$ cat src/rtl/lcd_timing_ctrl.sv
// Runtime-reconfigurable raster generator: HS/VS/DE timing, pixel request coordinates,
// and a latency pipeline that keeps sync/DE aligned with the returned pixel data.
module lcd_timing_ctrl #(
    parameter int unsigned DATA_W  = 24,
    parameter int unsigned COORD_W = 12,
    parameter int unsigned LAT     = 2,
    parameter int unsigned H_ACT   = 1280,
    parameter int unsigned H_FP    = 110,
    parameter int unsigned H_SYNC  = 40,
    parameter int unsigned H_BP    = 220,
    parameter int unsigned V_ACT   = 720,
    parameter int unsigned V_FP    = 5,
    parameter int unsigned V_SYNC  = 5,
    parameter int unsigned V_BP    = 20,
    parameter bit          HS_POL  = 1'b1,
    parameter bit          VS_POL  = 1'b1
) (
    input  logic               clk,
    input  logic               rst,
    input  logic               cfg_wr,
    input  logic [31:0]        cfg_data,
    output logic               cfg_pending,
    output logic               cfg_err,
    output logic               lcd_request,
    output logic [COORD_W-1:0] lcd_xpos,
    output logic [COORD_W-1:0] lcd_ypos,
    input  logic [DATA_W-1:0]  lcd_data,
    output logic               lcd_hs,
    output logic               lcd_vs,
    output logic               lcd_en,
    output logic [DATA_W-1:0]  lcd_rgb,
    output logic               frame_start
);

    localparam int unsigned TW = COORD_W + 2;
    localparam logic [TW-1:0] MAX_TOT = {2'b00, {COORD_W{1'b1}}};
    // Timing field order: H_ACT, H_FP, H_SYNC, H_BP, V_ACT, V_FP, V_SYNC, V_BP.
    localparam logic [COORD_W-1:0] RST_TIM [8] = '{
        COORD_W'(H_ACT), COORD_W'(H_FP), COORD_W'(H_SYNC), COORD_W'(H_BP),
        COORD_W'(V_ACT), COORD_W'(V_FP), COORD_W'(V_SYNC), COORD_W'(V_BP)
    };

    logic [COORD_W-1:0] act_q [8];
    logic [COORD_W-1:0] shd_q [8];
    logic [COORD_W-1:0] h_cnt_q, v_cnt_q;
    logic               en_q, pending_q, err_q;
    logic [3:0]         pipe_q [LAT+1];  // {fs, de, vs, hs}
    logic [DATA_W-1:0]  rgb_q;

    function automatic logic [TW-1:0] ext(input logic [COORD_W-1:0] x);
        return TW'(x);
    endfunction

    logic [TW-1:0] h_beg, h_end, h_tot, v_beg, v_end, v_tot, shd_h_tot, shd_v_tot;
    logic          h_last, v_last, h_in, v_in, hs_raw, vs_raw, fs_raw, de_lat, boundary;
    logic [3:0]         cmd_field;
    logic [COORD_W-1:0] cmd_val, cmd_fix;
    logic               commit, commit_ok, unused_cfg;

    assign h_beg     = ext(act_q[2]) + ext(act_q[3]);
    assign h_end     = h_beg + ext(act_q[0]);
    assign h_tot     = h_end + ext(act_q[1]);
    assign v_beg     = ext(act_q[6]) + ext(act_q[7]);
    assign v_end     = v_beg + ext(act_q[4]);
    assign v_tot     = v_end + ext(act_q[5]);
    assign shd_h_tot = ext(shd_q[0]) + ext(shd_q[1]) + ext(shd_q[2]) + ext(shd_q[3]);
    assign shd_v_tot = ext(shd_q[4]) + ext(shd_q[5]) + ext(shd_q[6]) + ext(shd_q[7]);

    assign h_last = ext(h_cnt_q) == h_tot - TW'(1);
    assign v_last = ext(v_cnt_q) == v_tot - TW'(1);
    assign h_in   = ext(h_cnt_q) >= h_beg && ext(h_cnt_q) < h_end;
    assign v_in   = ext(v_cnt_q) >= v_beg && ext(v_cnt_q) < v_end;

    assign lcd_request = en_q && h_in && v_in;
    assign lcd_xpos    = lcd_request ? COORD_W'(ext(h_cnt_q) - h_beg) : '0;
    assign lcd_ypos    = lcd_request ? COORD_W'(ext(v_cnt_q) - v_beg) : '0;
    assign hs_raw      = en_q && h_cnt_q < act_q[2];
    assign vs_raw      = en_q && v_cnt_q < act_q[6];
    assign fs_raw      = en_q && h_cnt_q == '0 && v_cnt_q == '0;

    assign cmd_field  = cfg_data[31:28];
    assign cmd_val    = cfg_data[COORD_W-1:0];
    assign cmd_fix    = (cmd_val == '0) ? COORD_W'(1) : cmd_val;
    assign unused_cfg = ^cfg_data[27:COORD_W];
    assign commit     = cfg_wr && cmd_field == 4'd8;
    assign commit_ok  = commit && shd_h_tot <= MAX_TOT && shd_v_tot <= MAX_TOT;
    // While stopped the counters sit at 0, so a pending update is taken immediately.
    assign boundary   = pending_q && (!en_q || (h_last && v_last));

    // DE as it stands when the matching lcd_data arrives, LAT cycles after the request.
    if (LAT == 0) begin : g_lat0
        assign de_lat = lcd_request;
    end else begin : g_latn
        assign de_lat = pipe_q[LAT-1][2];
    end

    always_ff @(posedge clk) begin
        if (rst) begin
            h_cnt_q   <= '0;
            v_cnt_q   <= '0;
            en_q      <= 1'b1;
            pending_q <= 1'b0;
            err_q     <= 1'b0;
            rgb_q     <= '0;
            for (int i = 0; i < 8; i++) begin
                act_q[i] <= RST_TIM[i];
                shd_q[i] <= RST_TIM[i];
            end
            for (int k = 0; k <= LAT; k++) pipe_q[k] <= '0;
        end else begin
            if (!en_q) begin
                h_cnt_q <= '0;
                v_cnt_q <= '0;
            end else if (h_last) begin
                h_cnt_q <= '0;
                v_cnt_q <= v_last ? '0 : v_cnt_q + COORD_W'(1);
            end else begin
                h_cnt_q <= h_cnt_q + COORD_W'(1);
            end

            if (boundary) begin
                for (int i = 0; i < 8; i++) act_q[i] <= shd_q[i];
                pending_q <= commit_ok;
            end else if (commit_ok) begin
                pending_q <= 1'b1;
            end
            if (cfg_wr && !cmd_field[3]) shd_q[cmd_field[2:0]] <= cmd_fix;
            if (cfg_wr && cmd_field == 4'd9) en_q <= cmd_val[0];
            err_q <= commit && !commit_ok;

            pipe_q[0] <= {fs_raw, lcd_request, vs_raw, hs_raw};
            for (int k = 1; k <= LAT; k++) pipe_q[k] <= pipe_q[k-1];
            rgb_q <= de_lat ? lcd_data : '0;
        end
    end

    assign cfg_pending = pending_q;
    assign cfg_err     = err_q;
    assign lcd_hs      = HS_POL ? pipe_q[LAT][0] : !pipe_q[LAT][0];
    assign lcd_vs      = VS_POL ? pipe_q[LAT][1] : !pipe_q[LAT][1];
    assign lcd_en      = pipe_q[LAT][2];
    assign frame_start = pipe_q[LAT][3];
    assign lcd_rgb     = rgb_q;

endmodule

$ cat config.mk
export PLATFORM = sky130hd
export DESIGN_NAME = lcd_timing_ctrl
export DESIGN_NICKNAME = d
export VERILOG_FILES = /design/src/rtl/lcd_timing_ctrl.sv
export SDC_FILE = /design/constraint.sdc
export NUM_CORES = 1
export LEC_CHECK = 0
export ABC_AREA = 1
export BUFFER_PORTS_ARGS = -buffer_cell sky130_fd_sc_hd__buf_4
export CORE_ASPECT_RATIO = 1.75
export CORE_MARGIN = 3
export CORE_UTILIZATION = 60
export CTS_BUF_LIST = sky130_fd_sc_hd__clkbuf_4
export CTS_CLUSTER_SIZE = 25
export DETAILED_ROUTE_END_ITERATION = 7
export PLACE_DENSITY = 0.79
export SLEW_MARGIN = 20
export SYNTH_ARGS = -nofsm -noshare
export SYNTH_HDL_FRONTEND = slang
export SYNTH_SLANG_ARGS = --single-unit
$ cat constraint.sdc
create_clock -name clk -period 8.6 [get_ports clk]
set_clock_uncertainty 0.1 [all_clocks]
set_input_delay 1.29 -clock clk [delete_from_list [all_inputs] [get_ports clk]]
set_output_delay 1.29 -clock clk [all_outputs]
set_load 0.02 [all_outputs]
==> flow_summary_export.csv <==
group,metric,value,unit
synthesis,synth.top_cells.by_area,"edfxtp_1, ha_1, inv_1",
placement,dp_hpwl,34000,um
power,power_density,198,nW/um^2
cts,clkSinkCount,255,
cts,h-tree-depth,2,
placement,gp_congestion,0.918,
critical_path,critPathMaxStageDelay,0.42,ns
cts,cts_root_buf,"clkbuf_4",
timing,hold_slack,0.297,ns
final_layout,final_cell_mix,"inv_1, nand2_1, nor2_1, ha_1, edfxtp_1",
final_layout,utilization,67.1,%
synthesis,ys_types,41,
timing,relSlewSlack,33.0,%
timing,setup_viol,0,
power,internal_power,2.41,mW
drt,drt_iter0_markers,773,
power,clockPowerShare,23.4,%
drt,drtPass1Iterations,5,
global_routing,met1_usage,27.7,%
power,vdd_ir_drop_max,0.000137,V
synthesis,syn_nets,2406,
timing,drv_slew,0,
cts,clk_latency,0.74,ns
global_routing,grt_pass1_wl,68100,um
final_layout,final_common_cell,"inv_1",
die,ios,114,
critical_path,arrival,6.37,ns
global_routing,grt-ovfl-total,0,
drt,drc,0,
cts,clk_pin_slew,0.08,ns
cts,post_cts_buffers,0,
die,die_height,235,um
timing,timing.setup.tns,0,ns
power,p_sw,1.50,mW
drt,dr_total_vias,14152,
synthesis,synth_cells,2097,
die,fp.dieArea,32200,sq um
cts,clockBufferDepth,3,
timing,timing_hold_violations_final,0,
synthesis,yosysSeqAreaShare,39.0,%
synthesis,synth_warnings,0,
critical_path,critPathSlowestCell,"o21ai_0",
timing,min_period,7.76,ns
critical_path,cp_common_cell,"nand2_1",
timing,period_share,90.2,%
power,p_sw_share,38.4,%
job,cap_violations,0,
drt,routed_wl,41600,um
outcome,status,"completed",
global_routing,grt_max_degree,53,
timing,fmax,129,MHz
critical_path,end_kind,"output port",
die,core.rowCount,83,
critical_path,cp_max_fo,26,
placement,numPortBuffers,97,
final_layout,drive_gt1_share,11.2,%
global_routing,busiest_layer,"met2",
synthesis,synth_top_area_share,32.0,%
power,seq_power_share,35.9,%
global_routing,grt_pass1_vias,14786,
final_layout,num-nets-final,2534,
cts,cts_tree,"done",
timing,worstMarginPinSlew,1.00,ns
drt,ant_nets,0,
critical_path,critical_path_class,"register to output port",
die,start_util,61.0,%
drt,vias_per_cell,5.34,
die,core-area,29500,sq um
synthesis,ys_ff_latch,255,
timing,rsz0062_at_grt,"no",
synthesis,syn_avg_cell_area,8.58,sq um
worst_hold_path,min_path_type,"register to register",
synthesis,syn-cell-area,18000,sq um
cts,cts_buffers,56,
final_layout,syn2layout_area_growth,10.0,%
global_routing,grt_use_met3,4.08,%
critical_path,crit_required,7.21,ns
power,p_comb_share,40.7,%
global_routing,grt_util_met2,46.8,%
global_routing,grt_usage,26.4,%
die,fp.dieW,137,um
critical_path,worst_setup_path_start_kind,"register",
synthesis,synth.largest_area_cell,"edfxtp_1",
critical_path,r2r_slack,1.45,ns
drt,avgRoutedWirePerCell,15.7,um
global_routing,grt_antenna_before_repair,1,
power,cellLeakagePower,9.72,nW
-- routing by layer --
metal	wire [um]	share of wire (%)
met1	15100	36
met2	21400	51
met3	1740	4.2
met4	3420	8.2
met5	0	0
-- final cells by class --
class | count | area (sq um)
inverter | 425 | 1600
clock buffer | 83 | 623
multi-input combinational | 1387 | 9230
antenna | 1 | 2.50
fill | 2341 | 9690
timing repair buffer | 100 | 763
sequential | 255 | 7030
tap | 382 | 478
clock inverter | 18 | 81.3
-- cells in the mapped netlist, drive strengths merged --
| cell | number |
|---|---|
| inv | 422 |
| nand2 | 353 |
| nor2 | 284 |
| ha | 194 |
| edfxtp | 192 |
| a21oi | 120 |
| nand3 | 96 |
| xor2 | 70 |
| dfxtp | 63 |
| fa | 56 |
| nand4 | 41 |
| o21ai | 38 |
| xnor2 | 33 |
| nor3 | 24 |
| clkbuf | 19 |
| nor4 | 13 |
| buf | 11 |
| a21o | 10 |
| nand3b | 10 |
| a31oi | 8 |
| o21bai | 6 |
| o31ai | 6 |
| a21boi | 5 |
| o211ai | 5 |
| or2 | 4 |
| a211oi | 3 |
| clkinv | 3 |
| o21a | 3 |
| a221oi | 1 |
| a41oi | 1 |
| and2 | 1 |
| and3 | 1 |
| o311ai | 1 |
-- path summary, 6_finish.rpt --
check | from | endpoint | cells past startpoint
worst max-delay path | act_q[3][0] | lcd_xpos[7] | 29
worst min-delay path | pipe_q[0][0] | pipe_q[0][4] | 2
worst max register to register | act_q[3][0] | act_q[3][13] | 32
worst min register to register | pipe_q[0][0] | pipe_q[0][4] | 2
-- through the flow --
stage / worst slack [ns] / std cells / area [sq um] / power (mW)
4_1_cts: 0.500 / 2650 / 19800 / 3.92
3_5_place_dp: 1.29 / 2549 / 19100 / 3.01
5_1_grt: 0.245 / 2651 / 19800 / 4.22
6_report: 0.845 / 2651 / 19800 / 3.91
3_3_place_gp: 1.55 / 2549 / 19100 / 2.94
2_1_floorplan: 1.31 / 2097 / 18000 / 2.64
-- cell families (layout without fill, tap and decap cells) --
family                     Yosys count  count (layout)  synth area share, %
adders and majority gates          250             250                 19.7
DFF                                255             255                 39.0
AOI/OAI and AO/OA                  207             207                 6.40
other                                0               1                    0
buffers and inverters              455             626                 9.74
and+or+nand+nor                    827             827                 20.1
xor gates and xnor gates           103             103                 5.01
-- timing repair --
action,in CTS,in global routing
setup endpoints to repair,0,15
hold buffers,0,0
gates resized for setup,0,1
-- sequential cells by signal (all words and copies together), names as in the netlist --
register,cells
act_q,96
en_q,1
cfg_pending,1
h_cnt_q,12
lcd_rgb,24
shd_q,96
cfg_err,1
pipe_q,12
v_cnt_q,12
-- worst max-delay path, delay by kind of cell (launching register included) --
kind / cells / cell delay [ns]
AND/OR/NAND/NOR: 12 / 1.75
AO/OA/AOI/OAI: 8 / 1.65
adder cells (fa/ha/maj): 4 / 1.15
XOR/XNOR: 2 / 0.43
flip-flops: 1 / 0.38
buffers and inverters: 3 / 0.27
-- power groups by stage --
| stage | Sequential [mW] | Clock [mW] | Combinational (mW) |
|---|---|---|---|
| 2_1_floorplan | 1.42 | 0 | 1.22 |
| 3_3_place_gp | 1.43 | 0 | 1.51 |
| 3_5_place_dp | 1.43 | 0 | 1.57 |
| 4_1_cts | 1.41 | 0.937 | 1.58 |
| 5_1_grt | 1.41 | 0.988 | 1.82 |
| 6_report | 1.41 | 0.916 | 1.59 |
(Power assumes the default switching activity.)
